$ cat config.mk
export PLATFORM = sky130hd
export DESIGN_NAME = mem_port_arbiter
export DESIGN_NICKNAME = d
export VERILOG_FILES = /design/src/rtl/mem_port_arbiter.sv
export SDC_FILE = /design/constraint.sdc
export NUM_CORES = 1
export LEC_CHECK = 0
export ABC_AREA = 1
export CORE_MARGIN = 3
export CORE_UTILIZATION = 39
export DETAILED_ROUTE_END_ITERATION = 10
export PLACE_DENSITY_LB_ADDON = 0.2
export SLEW_MARGIN = 20
export SYNTH_ARGS = -nofsm -noshare
export SYNTH_HDL_FRONTEND = slang
export SYNTH_SLANG_ARGS = --single-unit
export TNS_END_PERCENT = 100
$ cat constraint.sdc
create_clock -name clk -period 1.4 [get_ports clk]
set_input_delay 0.21 -clock clk [delete_from_list [all_inputs] [get_ports clk]]
set_output_delay 0.21 -clock clk [all_outputs]
set_load 0.01 [all_outputs]
$ cat src/rtl/mem_port_arbiter.sv
// ---------------------------------------------------------------------------
// mem_port_arbiter
//
// Shares one single-ported RAM between two requesters: port 0 (instruction
// fetch) and port 1 (load/store). One transaction is in flight at a time.
// Ties are broken round-robin, so a continuously requesting port waits at
// most one foreign transaction before being served.
//
// Transaction flow:
//   IDLE  -> sample requests, latch the winner's we/addr/wdata
//   ISSUE -> one-cycle registered mem_rd or mem_wr strobe
//   WAIT  -> reads only, RD_LAT cycles; mem_rdata captured on exit
//   RESP  -> one-cycle ack to the granted port
//
// Parameters:
//   ADDR_W  memory word-address width
//   DATA_W  data width
//   RD_LAT  cycles from the mem_rd strobe to valid mem_rdata (1..7)
//
// Ports:
//   clk, clr_n              clock, asynchronous active-low reset
//   req0/1, we0/1           request and write-enable per port
//   addr0/1, wdata0/1       address and write data per port
//   ack0/1                  one-cycle completion pulse per port
//   rdata0/1                read data, held until that port's next read
//   mem_rd, mem_wr          one-cycle strobes to the RAM
//   mem_addr, mem_wdata     registered address/data to the RAM
//   mem_rdata               read data from the RAM
//   busy                    high whenever the FSM is not in IDLE
//   gnt                     port owning the current or last transaction
// ---------------------------------------------------------------------------
module mem_port_arbiter #(
    parameter int ADDR_W = 9,
    parameter int DATA_W = 32,
    parameter int RD_LAT = 1
) (
    input  logic              clk,
    input  logic              clr_n,
    input  logic              req0,
    input  logic              req1,
    input  logic              we0,
    input  logic              we1,
    input  logic [ADDR_W-1:0] addr0,
    input  logic [ADDR_W-1:0] addr1,
    input  logic [DATA_W-1:0] wdata0,
    input  logic [DATA_W-1:0] wdata1,
    output logic              ack0,
    output logic              ack1,
    output logic [DATA_W-1:0] rdata0,
    output logic [DATA_W-1:0] rdata1,
    output logic              mem_rd,
    output logic              mem_wr,
    output logic [ADDR_W-1:0] mem_addr,
    output logic [DATA_W-1:0] mem_wdata,
    input  logic [DATA_W-1:0] mem_rdata,
    output logic              busy,
    output logic              gnt
);

    typedef enum logic [1:0] {
        IDLE  = 2'd0,
        ISSUE = 2'd1,
        WAIT  = 2'd2,
        RESP  = 2'd3
    } state_t;

    // WAIT lasts RD_LAT cycles: load RD_LAT-1 and leave when the count is 0.
    localparam logic [2:0] WAIT_LOAD = 3'(RD_LAT - 1);

    state_t                       state_reg;
    logic [2:0]                   cnt_reg;
    logic                         we_reg;
    logic                         gnt_reg;
    logic                         last_gnt_reg;
    logic                         mem_rd_reg;
    logic                         mem_wr_reg;
    logic [ADDR_W-1:0]            mem_addr_reg;
    logic [DATA_W-1:0]            mem_wdata_reg;
    logic [1:0]                   ack_reg;
    logic [1:0][DATA_W-1:0]       rdata_reg;

    logic [1:0]                   req_vec;
    logic                         win_next;
    logic                         win_we_next;
    logic [ADDR_W-1:0]            win_addr_next;
    logic [DATA_W-1:0]            win_wdata_next;

    assign req_vec = {req1, req0};

    // Winner selection: a lone request wins outright; on a tie the port that
    // did not own the previous transaction wins.
    always_comb begin
        win_next = req_vec[1];
        if (req_vec == 2'b11) begin
            win_next = ~last_gnt_reg;
        end
        win_we_next    = win_next ? we1    : we0;
        win_addr_next  = win_next ? addr1  : addr0;
        win_wdata_next = win_next ? wdata1 : wdata0;
    end

    always_ff @(posedge clk or negedge clr_n) begin
        if (!clr_n) begin
            state_reg     <= IDLE;
            cnt_reg       <= 3'd0;
            we_reg        <= 1'b0;
            gnt_reg       <= 1'b0;
            last_gnt_reg  <= 1'b1;
            mem_rd_reg    <= 1'b0;
            mem_wr_reg    <= 1'b0;
            mem_addr_reg  <= '0;
            mem_wdata_reg <= '0;
            ack_reg       <= 2'b00;
            rdata_reg     <= '0;
        end else begin
            // Strobes and acks are single-cycle pulses: low unless set below.
            mem_rd_reg <= 1'b0;
            mem_wr_reg <= 1'b0;
            ack_reg    <= 2'b00;

            case (state_reg)
                IDLE: begin
                    if (|req_vec) begin
                        gnt_reg       <= win_next;
                        last_gnt_reg  <= win_next;
                        we_reg        <= win_we_next;
                        // Address/data are registered here so they are valid
                        // alongside the strobe in ISSUE and frozen afterwards.
                        mem_addr_reg  <= win_addr_next;
                        mem_wdata_reg <= win_wdata_next;
                        mem_rd_reg    <= ~win_we_next;
                        mem_wr_reg    <= win_we_next;
                        state_reg     <= ISSUE;
                    end
                end

                ISSUE: begin
                    if (we_reg) begin
                        ack_reg[gnt_reg] <= 1'b1;
                        state_reg        <= RESP;
                    end else begin
                        cnt_reg   <= WAIT_LOAD;
                        state_reg <= WAIT;
                    end
                end

                WAIT: begin
                    if (cnt_reg == 3'd0) begin
                        rdata_reg[gnt_reg] <= mem_rdata;
                        ack_reg[gnt_reg]   <= 1'b1;
                        state_reg          <= RESP;
                    end else begin
                        cnt_reg <= cnt_reg - 3'd1;
                    end
                end

                RESP: begin
                    state_reg <= IDLE;
                end

                default: begin
                    state_reg <= IDLE;
                end
            endcase
        end
    end

    assign ack0      = ack_reg[0];
    assign ack1      = ack_reg[1];
    assign rdata0    = rdata_reg[0];
    assign rdata1    = rdata_reg[1];
    assign mem_rd    = mem_rd_reg;
    assign mem_wr    = mem_wr_reg;
    assign mem_addr  = mem_addr_reg;
    assign mem_wdata = mem_wdata_reg;
    assign busy      = (state_reg != IDLE);
    assign gnt       = gnt_reg;

endmodule

=== Yosys cells after proc, flatten, opt, wreduce, memory -nomap -nowiden ===
Index checks and enable logic that the tools add are counted.

* Logic and storage cells: 58
* Flip-flop bits (word level): 117
* Output and inout bits: 111

* Muxes and demuxes: 23
* Reduce and logical (&&, ||, !) cells: 10
* Order comparisons: 2
* Add/subtract/negate cells: 1
* Eq/ne operators: 8
* Bitwise gates (word level): 2

{| class="wikitable"
|+ Operators by type and width
! kind !! count
|-
| bitwise mux 64 bit || 1
|-
| two-way mux 32 bit || 2
|-
| demux 32 bit (select 1 bit) || 1
|-
| two-way mux 9 bit || 1
|-
| two-way mux 1 bit || 8
|-
| two-way mux 2 bit || 4
|-
| != test 2 bit, second input constant || 4
|-
| one-hot mux 2 bit (4 select lines) || 1
|-
| equality test 2 bit, second input constant || 3
|-
| two-way mux 3 bit || 2
|-
| one-hot mux 3 bit (2 select lines) || 1
|-
| AND reduction 2 bit || 3
|-
| one-hot mux 2 bit (2 select lines) || 1
|-
| nonzero test 2 bit || 2
|-
| zero test 3 bit || 1
|-
| AND reduction 3 bit || 1
|-
| subtractor 3 x 1 -> 3 bit, second input constant || 1
|-
| equality test 2 x 1 -> 1 bit, second input constant || 1
|-
| zero test 2 bit || 1
|-
| less-than comparator 1 x 2 -> 1 bit, second input constant || 1
|-
| NOT 1 bit || 2
|-
| OR reduction 2 bit || 1
|-
| demux 1 bit (select 1 bit) || 1
|-
| >= comparator 1 bit, second input constant || 1
|-
| logical AND 1 bit || 1
|}

=== Depth between registers and ports, before layout ===
Gate-level depths: netlist of run 1.

* Word-level depth: 6
* Depth in mapped cells: 9
* Depth with buffers taken out: 9

=== Worst setup path after synthesis of run 1 ===
No wires, ideal clock.

* Path type: reg-to-reg
* Start point: register cnt_reg[0]
* End point: register rdata_reg, in the netlist rdata0[18]
* Data arrival time: 1,297 ps
* Cell stages (with the launch flop): 8
* Path slack: -15 ps
* Period minus slack after synthesis: 1,415 ps
* Library setup time: 118 ps
* Path through: dfrtp_1 > inv_1 > ha_1 > ha_1 > nand3_4 > buf_4 > nand2_1 > o21ai_2

* Cells in the longest elaborated chain, start to end: 2

{| class="wikitable"
|+ RTL lines
! what !! RTL line !! text
|-
| start: declaration || 71 || <nowiki>logic [2:0] cnt_reg;</nowiki>
|-
| start signal: assignment || 153 || <nowiki>cnt_reg <= cnt_reg - 3'd1;</nowiki>
|-
| zero test 3 bit || 148 || <nowiki>if (cnt_reg == 3'd0) begin</nowiki>
|-
| AND reduction 2 bit (no line) || n/a ||
|-
| end signal: indexed assignment || 149 || <nowiki>rdata_reg[gnt_reg] <= mem_rdata;</nowiki>
|-
| end: declaration || 80 || <nowiki>logic [1:0][DATA_W-1:0] rdata_reg;</nowiki>
|}

Every way passes these cells.
A chain may end at the register's enable or synchronous reset.

=== Final worst setup path of run 1 ===
* Start point: register cnt_reg[0]
* End point: register rdata_reg, in the netlist rdata0[12]

Same word-level chain as after synthesis.

==> results.py, run 1 <==
metrics = {
    "status": {
        "status": "complete, but fails checks",
        "failed_checks": "negative setup slack",
    },
    "timing": {
        "slew_viol_final": 0,
        "rsz0062_at_grt": "yes",
        "worst_pin_slew_ns": 0.368,
        "finalSetupViolCount": 99,
        "fin_crit_ns": 1.48,
        "fin_skew_ns": 0.0114,
        "max_clock_freq_ghz": 0.676,
        "period_share_pct": 106,
        "finalHoldViolations": 0,
        "fin_ws_ns": -0.0785,
        "relSlewSlack_pct": 75.5,
    },
    "clock_tree": {
        "htree_levels": 4,
        "cts.clk_slew.worst_paths_ns": 0.06,
        "clkSinkCount": 117,
        "cts-root-buf": "clkbuf_16",
        "clock_path_buffers": 2,
        "clock_latency_ns": 0.41,
        "numCtsBuffers": 17,
        "cts_tree": "built",
    },
    "place": {
        "gp_congestion": 0.841,
        "preCtsSetupSlack_ns": -0.124,
        "port_buffers": 230,
        "dp_hpwl_mm": 12.2,
    },
    "power_and_ir_drop": {
        "power.total_w": 0.0217,
        "pwr_density_cell_nw_per_um2": 2220,
        "vdd_drop_max_uv": 988,
        "power.leakage_nw": 5.12,
    },
    "worst_setup_path": {
        "critPathArrivalTime_ns": 1.80,
        "startpoint_type": "register",
        "reg2reg_slack_ns": -0.08,
        "required_ns": 1.72,
        "regToRegStartpoint": "cnt_reg[0]",
        "r2r-end": "rdata0[12]",
        "reg2regPathDepth": 7,
        "crit_type": "register to register",
        "cp-end-kind": "register",
        "crit_fanout": 8,
    },
    "layout": {
        "multi_input_area_um2": 2450,
        "nFillCells": 1066,
        "num_antenna_cells": 0,
        "mostFrequentLayoutCells": "151 x nand2_1, 122 x inv_1, 117 x clkdlybuf4s50_1",
        "layout_commonest_cell": "nand2_1",
        "syn2layout_area_growth_pct": 73.6,
        "layout.nets": 1067,
        "regArea_um2": 2930,
        "final_util_pct": 70.0,
        "drive_gt1_share_pct": 26.6,
    },
    "grt": {
        "grt_use_met1_pct": 27.7,
        "grt_use_total_pct": 22.0,
        "grt_max_degree": 40,
        "grt_remaining_overflow": 0,
        "grt_pass1_vias": 5493,
        "busiest_layer": "met2",
        "grt_pass1_wl_mm": 28.0,
        "grt_use_met3_pct": 6.87,
        "grt_use_met2_pct": 36.2,
        "antenna_found_initial": 0,
    },
    "detailed_routing": {
        "drtIter0Drc": 235,
        "drt_pass1_iterations": 6,
        "routed_wl_mm": 18.0,
        "num_vias": 5382,
        "drc": 0,
        "wl_per_cell_um": 15.8,
        "drtAntennaViolNets": 0,
        "vias_per_cell": 4.74,
    },
    "floorplanning": {
        "dieArea_um2": 15900,
        "coreArea_um2": 14000,
        "fp.dieW_um": 126,
        "row_count": 43,
        "start_util_pct": 40.3,
        "die_y_um": 126,
        "io_pins": 231,
    },
    "synth": {
        "seq_area_frac_synth_pct": 52.0,
        "yosys.area.top_type": "dfrtp_1",
        "synth_edf_count": 0,
        "synth.top_cell.area_share_pct": 51.5,
        "async_flop_share_pct": 100,
        "synthCells": 665,
        "ys_top_cells_by_area": "dfrtp_1 51%, nand2_1 14%, inv_1 8.6%",
        "synth.avg_cell_area_um2": 8.48,
        "synth_warnings": 0,
        "ys_ff_latch": 117,
        "synth_flop_cell": "dfrtp_1",
        "synth.distinct_cells": 24,
        "synth_area_um2": 5640,
        "synth_nets": 790,
    },
    "flow_run": {
        "maxCapViolations": 0,
    },
    "min_path": {
        "min_path_type": "primary input to async pin",
    },
}
[how the worst max path moves through the flow]
stage	slack (ns)	end	start
4_1_cts	-0.13	rdata0[10]	state_reg[0]
5_1_grt	-0.14	rdata0[12]	cnt_reg[0]
3_3_place_gp	-0.09	mem_wdata[19]	req0
2_1_floorplan	0.02	rdata0[18]	state_reg[0]
6_report	-0.08	rdata0[12]	cnt_reg[0]
3_5_place_dp	-0.12	mem_wdata[20]	req0
[critical path, stage by stage (launching register included)]
cell and delay (ns):
dfrtp_1 0.39, inv_2 0.08, ha_4 0.13, ha_4 0.17, nand3_4 0.12, buf_12 0.19
buf_16 0.14, o21ai_1 0.16
[layout make-up]
class / count / area share (%)
Clock inverter: 12 / 2.29
Inverter: 131 / 5.13
Tap cell: 180 / 2.30
Clock buffer: 20 / 4.67
Sequential cell: 117 / 29.9
Multi-Input combinational cell: 384 / 25.0
Timing Repair Buffer: 291 / 30.7
[Yosys cell counts (2+ instances only)]
cell,n
nand3_1,89
o21ai_2,55
clkbuf_1,3
nand2_1,212
buf_2,9
ha_1,5
nor2_1,2
dfrtp_1,116
nand3_4,2
nor3_1,2
buf_6,15
inv_1,129
buf_4,5
nand2_2,2
o21ai_1,9
a21oi_1,2
[layer usage]
| metal | routed length, um | part of all wire (%) |
|---|---|---|
| met3 | 1330 | 7.4 |
| met4 | 301 | 1.7 |
| met5 | 0 | 0 |
| met2 | 9030 | 50 |
| met1 | 7320 | 41 |
[cell families after synthesis]
| kind of cell | Yosys count | synth area share [%] |
|---|---|---|
| AO/OA/AOI/OAI | 67 | 9.61 |
| buffers and inverters | 164 | 13.5 |
| flip-flops | 117 | 52.0 |
| AND/OR/NAND/NOR | 312 | 23.8 |
| adder cells (fa/ha/maj) | 5 | 1.11 |
[what timing repair did]
item / in CTS / in global routing
cloned: 9 / 2
hold buffers: 1 / 0
hold endpoints to repair: 21 / 0
setup buffers: 9 / 7
setup endpoints to repair: 226 / 114
pin swaps: 4 / 21
resized for setup: 181 / 94
[where the power goes]
part | total (W) | internal (W) | switching [W]
clock | 0.00500 | 0.00344 | 0.00156
sequential | 0.00639 | 0.00511 | 0.00128
combinational | 0.0103 | 0.00516 | 0.00519
total | 0.0217 | 0.0137 | 0.00803
[metrics by stage]
stage	std cells	setup TNS (ns)	instance area, um2	hold slack [ns]
3_5_place_dp	1076	-8.94	8270	0.146
5_1_grt	1135	-9.64	9790	0.287
6_report	1135	-3.26	9790	0.263
3_3_place_gp	1076	-4.56	8270	0.142
4_1_cts	1127	-2.13	9380	0.268
2_1_floorplan	665	0	5640	-0.0856
Note: power is estimated with default switching activity, not from simulation.
==> inputs of run 2 (changes only) <==
--- a/config.mk
+++ b/config.mk
@@ -6,10 +6,10 @@
 export NUM_CORES = 1
 export LEC_CHECK = 0
 export ABC_AREA = 1
-export CORE_MARGIN = 3
+export CORE_MARGIN = 5
 export CORE_UTILIZATION = 39
 export DETAILED_ROUTE_END_ITERATION = 10
-export PLACE_DENSITY_LB_ADDON = 0.2
+export PLACE_DENSITY_LB_ADDON = 0.25
 export SLEW_MARGIN = 20
 export SYNTH_ARGS = -nofsm -noshare
 export SYNTH_HDL_FRONTEND = slang
==> run 2 against run 1 <==
The flow still finishes with violations (negative setup slack). Die area increased by 6.4%. Worst setup slack better by 0.016 ns. Sequential power fell by 3.8%. Final cell count shrank 1.4%. Worst hold slack got worse by 0.097 ns. Fmax grew 1.1%. Flip-flop and latch count stayed put. Utilization fell by 6.0 points. Design area fell by 6.0%. Critical path type is now register to output pin.
==> results.py, run 2 (synthesis gave the netlist of run 1 again) <==
metrics = {
    "timing": {
        "fin_skew_ns": 0.00746,
        "slew_viol_final": 0,
        "rsz0062_at_grt": "yes",
        "finalSetupViolCount": 15,
        "worst_pin_slew_ns": 0.384,
        "finalHoldViolations": 0,
        "period_share_pct": 104,
        "fin_crit_ns": 1.46,
        "max_clock_freq_ghz": 0.684,
        "fin_ws_ns": -0.0624,
        "setup_tns_ns": -0.221,
        "relSlewSlack_pct": 74.4,
    },
    "detailed_routing": {
        "drt_pass1_iterations": 4,
        "wl_per_cell_um": 14.5,
        "vias_per_cell": 4.61,
        "drtIter0Drc": 278,
        "num_vias": 5160,
        "routed_wl_mm": 16.2,
        "drtAntennaViolNets": 0,
        "drc": 0,
    },
    "worst_setup_path": {
        "r2r-end": "rdata1[11]",
        "crit_type": "register to output pin",
        "crit_fanout": 3,
        "required_ns": 1.19,
        "startpoint": "state_reg[1]",
        "crit_end": "busy",
        "cp-end-kind": "output pin",
        "reg2regPathDepth": 8,
        "startpoint_type": "register",
        "reg2reg_slack_ns": -0.02,
        "critPathArrivalTime_ns": 1.25,
        "regToRegStartpoint": "cnt_reg[0]",
    },
    "grt": {
        "grt_pass1_wl_mm": 24.8,
        "grt_max_degree": 43,
        "grt_remaining_overflow": 0,
        "grt_pass1_vias": 4993,
        "antenna_found_initial": 0,
        "grt_use_total_pct": 18.5,
    },
    "layout": {
        "final_util_pct": 64.0,
        "syn2layout_area_growth_pct": 63.1,
        "mostFrequentLayoutCells": "153 x nand2_1, 123 x inv_1, 117 x clkdlybuf4s50_1",
        "drive_gt1_share_pct": 22.6,
        "layout_commonest_cell": "nand2_1",
        "layout.nets": 1047,
        "design_area_um2": 9200,
        "num_antenna_cells": 0,
    },
    "clock_tree": {
        "cts_tree": "built",
        "clock_latency_ns": 0.41,
        "cts.clk_slew.worst_paths_ns": 0.06,
        "numCtsBuffers": 17,
        "cts-root-buf": "clkbuf_16",
        "clock_path_buffers": 2,
        "clkSinkCount": 117,
        "htree_levels": 4,
    },
    "power_and_ir_drop": {
        "vdd_drop_max_uv": 979,
        "power.total_w": 0.0195,
        "power.leakage_nw": 4.88,
        "pwr_density_cell_nw_per_um2": 2120,
    },
    "place": {
        "dpl_cell_area_um2": 8270,
        "port_buffers": 230,
        "preCtsSetupSlack_ns": -0.128,
        "gp_congestion": 0.817,
        "dp_hpwl_mm": 11.0,
    },
    "floorplanning": {
        "coreArea_um2": 14400,
        "fp.dieW_um": 130,
        "row_count": 44,
        "io_pins": 231,
        "start_util_pct": 39.2,
        "dieArea_um2": 17000,
        "die_y_um": 130,
    },
    "min_path": {
        "min_path_type": "primary input to register",
        "hold_depth": 3,
    },
    "status": {
        "status": "complete, but fails checks",
        "failed_checks": "negative setup slack",
    },
    "flow_run": {
        "maxCapViolations": 0,
    },
}
## run 2: cell types whose count changed in the layout (fill, tap and decap cells not counted), sizes merged
cell,change
clkinvlp,+1
clkdlybuf4s15,+1
buf,-21
bufinv,-4
clkinv,+2
inv,-1
dlygate4sd2,-1
clkbuf,+3
## run 2: what timing repair did
action	in CTS	in global routing
endpoints found under the setup margin	182	114
endpoints found under the hold margin	22	0
resized for setup	127	90
gates cloned	3	3
setup buffers	0	6
hold buffers	1	0
pin swaps	0	6
## run 2: metal layers
| metal | global-route usage (%) | share of wire, % | wire length, um |
|---|---|---|---|
| met3 | 6.47 | 10 | 1670 |
| met4 | 7.21 | 2.6 | 421 |
| met1 | 23.4 | 39 | 6300 |
| met2 | 29.3 | 48 | 7810 |
| met5 | 0 | 0 | 0 |
## run 2: how the worst min path moves through the flow
stage	from	end
3_5_place_dp	clr_n	rdata1[4]
3_3_place_gp	clr_n	rdata1[4]
4_1_cts	req1	last_gnt_reg
2_1_floorplan	clr_n	ack_reg[0]
6_report	req1	last_gnt_reg
5_1_grt	req1	last_gnt_reg
## run 2: cell type report
cell class	instances	area, um2
fill	1250	5170
timing repair buffer	271	2770
clock buffer	22	464
multi-input combinational	384	2200
sequential	117	2930
tap	184	230
clock inverter	10	105
inverter	131	497
## run 2: report_power, final
part / leakage, nW / switching, W / total, W / internal [W]
Clock: 0.279 / 0.00149 / 0.00418 / 0.00269
Combinational: 3.18 / 0.00472 / 0.00914 / 0.00442
Sequential: 1.42 / 0.00104 / 0.00615 / 0.00511
## run 2: per-stage QoR
stage	hold WS, ns	cells
3_5_place_dp	0.161	1076
5_1_grt	0.169	1119
6_report	0.166	1119
3_3_place_gp	0.155	1076
4_1_cts	0.151	1112
2_1_floorplan	-0.0856	665
## run 2: critical path, cell delays in order (launching register included)
cell and delay, ns:
dfrtp_1 0.40, inv_2 0.07, ha_4 0.17, inv_4 0.09
buf_6 0.11
==> inputs of run 3 (changes only) <==
--- a/config.mk
+++ b/config.mk
@@ -6,8 +6,8 @@
 export NUM_CORES = 1
 export LEC_CHECK = 0
 export ABC_AREA = 1
-export CORE_MARGIN = 5
-export CORE_UTILIZATION = 39
+export CORE_MARGIN = 2
+export CORE_UTILIZATION = 43
 export DETAILED_ROUTE_END_ITERATION = 10
 export PLACE_DENSITY_LB_ADDON = 0.25
 export SLEW_MARGIN = 20
==> constraint.sdc (replaced) <==
create_clock -name clk -period 1.36 [get_ports clk]
set_input_delay 0.204 -clock clk [delete_from_list [all_inputs] [get_ports clk]]
set_output_delay 0.204 -clock clk [all_outputs]
set_load 0.01 [all_outputs]
==> run 3 against run 2 <==
The run still ends with negative setup slack left. Register-to-register slack worse by 0.17 ns. Combinational power is 32% higher. Worst hold slack better by 0.0099 ns. Clock skew is 0.0028 ns higher. Critical path depth is 4 higher. First-iteration DRC count is 6.8% higher. Final cell count is 1.9% higher. Clock power is 4% higher. Die area is 17% lower. Sequential share of layout area is 3.1 points lower. Sequential power is 9.1% higher. Power is 19% higher. Largest cell class is now buffers.
==> results.py, run 3 (synthesis gave the netlist of run 1 again) <==
metrics = {
    "power_and_ir_drop": {
        "vdd_drop_max_uv": 1030,
        "pwr_density_cell_nw_per_um2": 2280,
        "p_clk_share_pct": 18.8,
        "sw_frac_of_total_pct": 39.0,
        "seqPwrFrac_pct": 28.9,
        "power.leakage_nw": 5.26,
        "p_int_w": 0.0142,
        "p_sw_w": 0.00906,
        "pwr-share-comb_pct": 52.3,
    },
    "clock_tree": {
        "cts-root-buf": "clkbuf_16",
        "clock_path_buffers": 2,
        "htree_levels": 4,
        "cts.clk_slew.worst_paths_ns": 0.06,
        "numCtsBuffers": 17,
        "clkSinkCount": 117,
        "clock_latency_ns": 0.40,
        "cts_tree": "built",
    },
    "worst_setup_path": {
        "regToRegStartpoint": "cnt_reg[0]",
        "reg2regPathDepth": 8,
        "required_ns": 1.64,
        "r2r-end": "rdata0[16]",
        "crit_type": "register to register",
        "crit_fanout": 6,
        "startpoint_type": "register",
        "reg2reg_slack_ns": -0.19,
        "critPathArrivalTime_ns": 1.84,
        "cp-end-kind": "register",
    },
    "detailed_routing": {
        "vias_per_cell": 4.93,
        "num_vias": 5620,
        "drtAntennaViolNets": 0,
        "wl_per_cell_um": 16.8,
        "drc": 0,
        "routed_wl_mm": 19.2,
        "drtIter0Drc": 297,
        "drt_pass1_iterations": 4,
    },
    "timing": {
        "fin_crit_ns": 1.55,
        "finalSetupViolCount": 118,
        "period_share_pct": 114,
        "hold_slack_ns": 0.176,
        "slew_viol_final": 0,
        "rsz0062_at_grt": "yes",
        "fin_skew_ns": 0.0102,
        "finalHoldViolations": 0,
        "fin_ws_ns": -0.193,
        "relSlewSlack_pct": 77.7,
        "max_clock_freq_ghz": 0.644,
        "worst_pin_slew_ns": 0.335,
    },
    "floorplanning": {
        "coreArea_um2": 12700,
        "row_count": 41,
        "die_y_um": 119,
        "dieArea_um2": 14000,
        "io_pins": 231,
        "start_util_pct": 44.3,
        "fp.dieW_um": 119,
    },
    "layout": {
        "final_util_pct": 80.0,
        "num_antenna_cells": 0,
        "drive_gt1_share_pct": 31.1,
        "mostFrequentLayoutCells": "122 x inv_1, 118 x nand2_1, 117 x clkdlybuf4s50_1",
        "layout.nets": 1080,
        "syn2layout_area_growth_pct": 80.6,
        "layout_commonest_cell": "inv_1",
    },
    "grt": {
        "grt_use_total_pct": 25.9,
        "grt_remaining_overflow": 0,
        "antenna_found_initial": 0,
        "grt_pass1_wl_mm": 28.8,
        "grt_pass1_vias": 5766,
        "grt_max_degree": 62,
    },
    "place": {
        "port_buffers": 230,
        "dp_hpwl_mm": 11.3,
        "gp_congestion": 0.852,
    },
    "status": {
        "status": "complete, but fails checks",
        "failed_checks": "negative setup slack",
    },
    "min_path": {
        "hold_end": "last_gnt_reg",
        "min-delay-start": "req1",
        "hold_depth": 3,
        "min_path_type": "primary input to register",
    },
    "flow_run": {
        "maxCapViolations": 0,
    },
}
-- run 3: cell count changes in the layout (fill, tap and decap cells not counted), moves of 5 or more --
| cell | delta |
|---|---|
| buf_16 | +6 |
| nand3_1 | -17 |
| nand2_4 | +41 |
| nand2_1 | -35 |
| buf_4 | +9 |
| nand2_2 | -6 |
| nand3_2 | +16 |
| buf_6 | +5 |
| buf_12 | +5 |
-- run 3: worst max-delay path, cell delays in order, from the launching register on --
cell	delay [ns]
dfrtp_1	0.40
inv_2	0.09
ha_4	0.14
ha_4	0.17
nand3_4	0.18
buf_6	0.19
buf_8	0.13
nand2_2	0.05
o21ai_1	0.06
-- run 3: worst max path at each step --
| stage | start | to | slack, ns | cells past startpoint |
|---|---|---|---|---|
| 3_3_place_gp | req0 | mem_addr[1] | -0.1 | 7 |
| 4_1_cts | cnt_reg[1] | rdata0[17] | -0.13 | 8 |
| 5_1_grt | state_reg[0] | mem_wdata[2] | -0.23 | 10 |
| 2_1_floorplan | state_reg[0] | we_reg | 0.01 | 8 |
| 3_5_place_dp | req0 | mem_wdata[7] | -0.15 | 7 |
| 6_report | cnt_reg[0] | rdata0[16] | -0.19 | 8 |
-- run 3: metal layers --
layer / share of wire, % / global-route usage (%) / vias up
met1: 39 / 29.6 / 2723
met2: 53 / 46.2 / 235
li1: - / - / 2632
met3: 6.1 / 7.38 / 30
met5: 0 / 0 / -
met4: 1.9 / 9.30 / 0
-- run 3: area by class of cell --
type	instances	area, um2
Clock buffer	18	429
Clock inverter	14	154
Fill cell	835	2540
Inverter	131	513
Multi-Input combinational cell	384	2620
Sequential cell	117	2930
Tap cell	172	215
Timing Repair Buffer	304	3320
-- run 3: power groups by stage --
stage	logic (W)	clock network, W	registers [W]
after floorplan	0.00389	0	0.00695
after global placement	0.00936	0	0.00625
after detailed placement	0.00964	0	0.00629
after CTS	0.0105	0.00438	0.00638
after global routing	0.0129	0.00460	0.00690
final	0.0121	0.00436	0.00671
-- run 3: through the flow --
step / setup TNS, ns / worst slack (ns) / total power, W / cells / instance area, um2
after global routing: -20.27 / -0.225 / 0.0244 / 1140 / 10200
after CTS: -9.23 / -0.131 / 0.0212 / 1131 / 9550
final: -15.49 / -0.193 / 0.0232 / 1140 / 10200
after global placement: -4.77 / -0.0998 / 0.0156 / 1066 / 8260
after detailed placement: -9.58 / -0.148 / 0.0159 / 1066 / 8260
after floorplan: 0 / 0.0144 / 0.0108 / 665 / 5650
-- run 3: what timing repair did --
| action | in CTS | in global routing |
|---|---|---|
| buffers inserted | 21 | 7 |
| gates resized for setup | 203 | 140 |
| pin swaps | 12 | 41 |
| endpoints found under the setup margin | 224 | 120 |
| hold buffers | 1 | 0 |
| gates cloned | 12 | 8 |
| endpoints found under the hold margin | 116 | 0 |
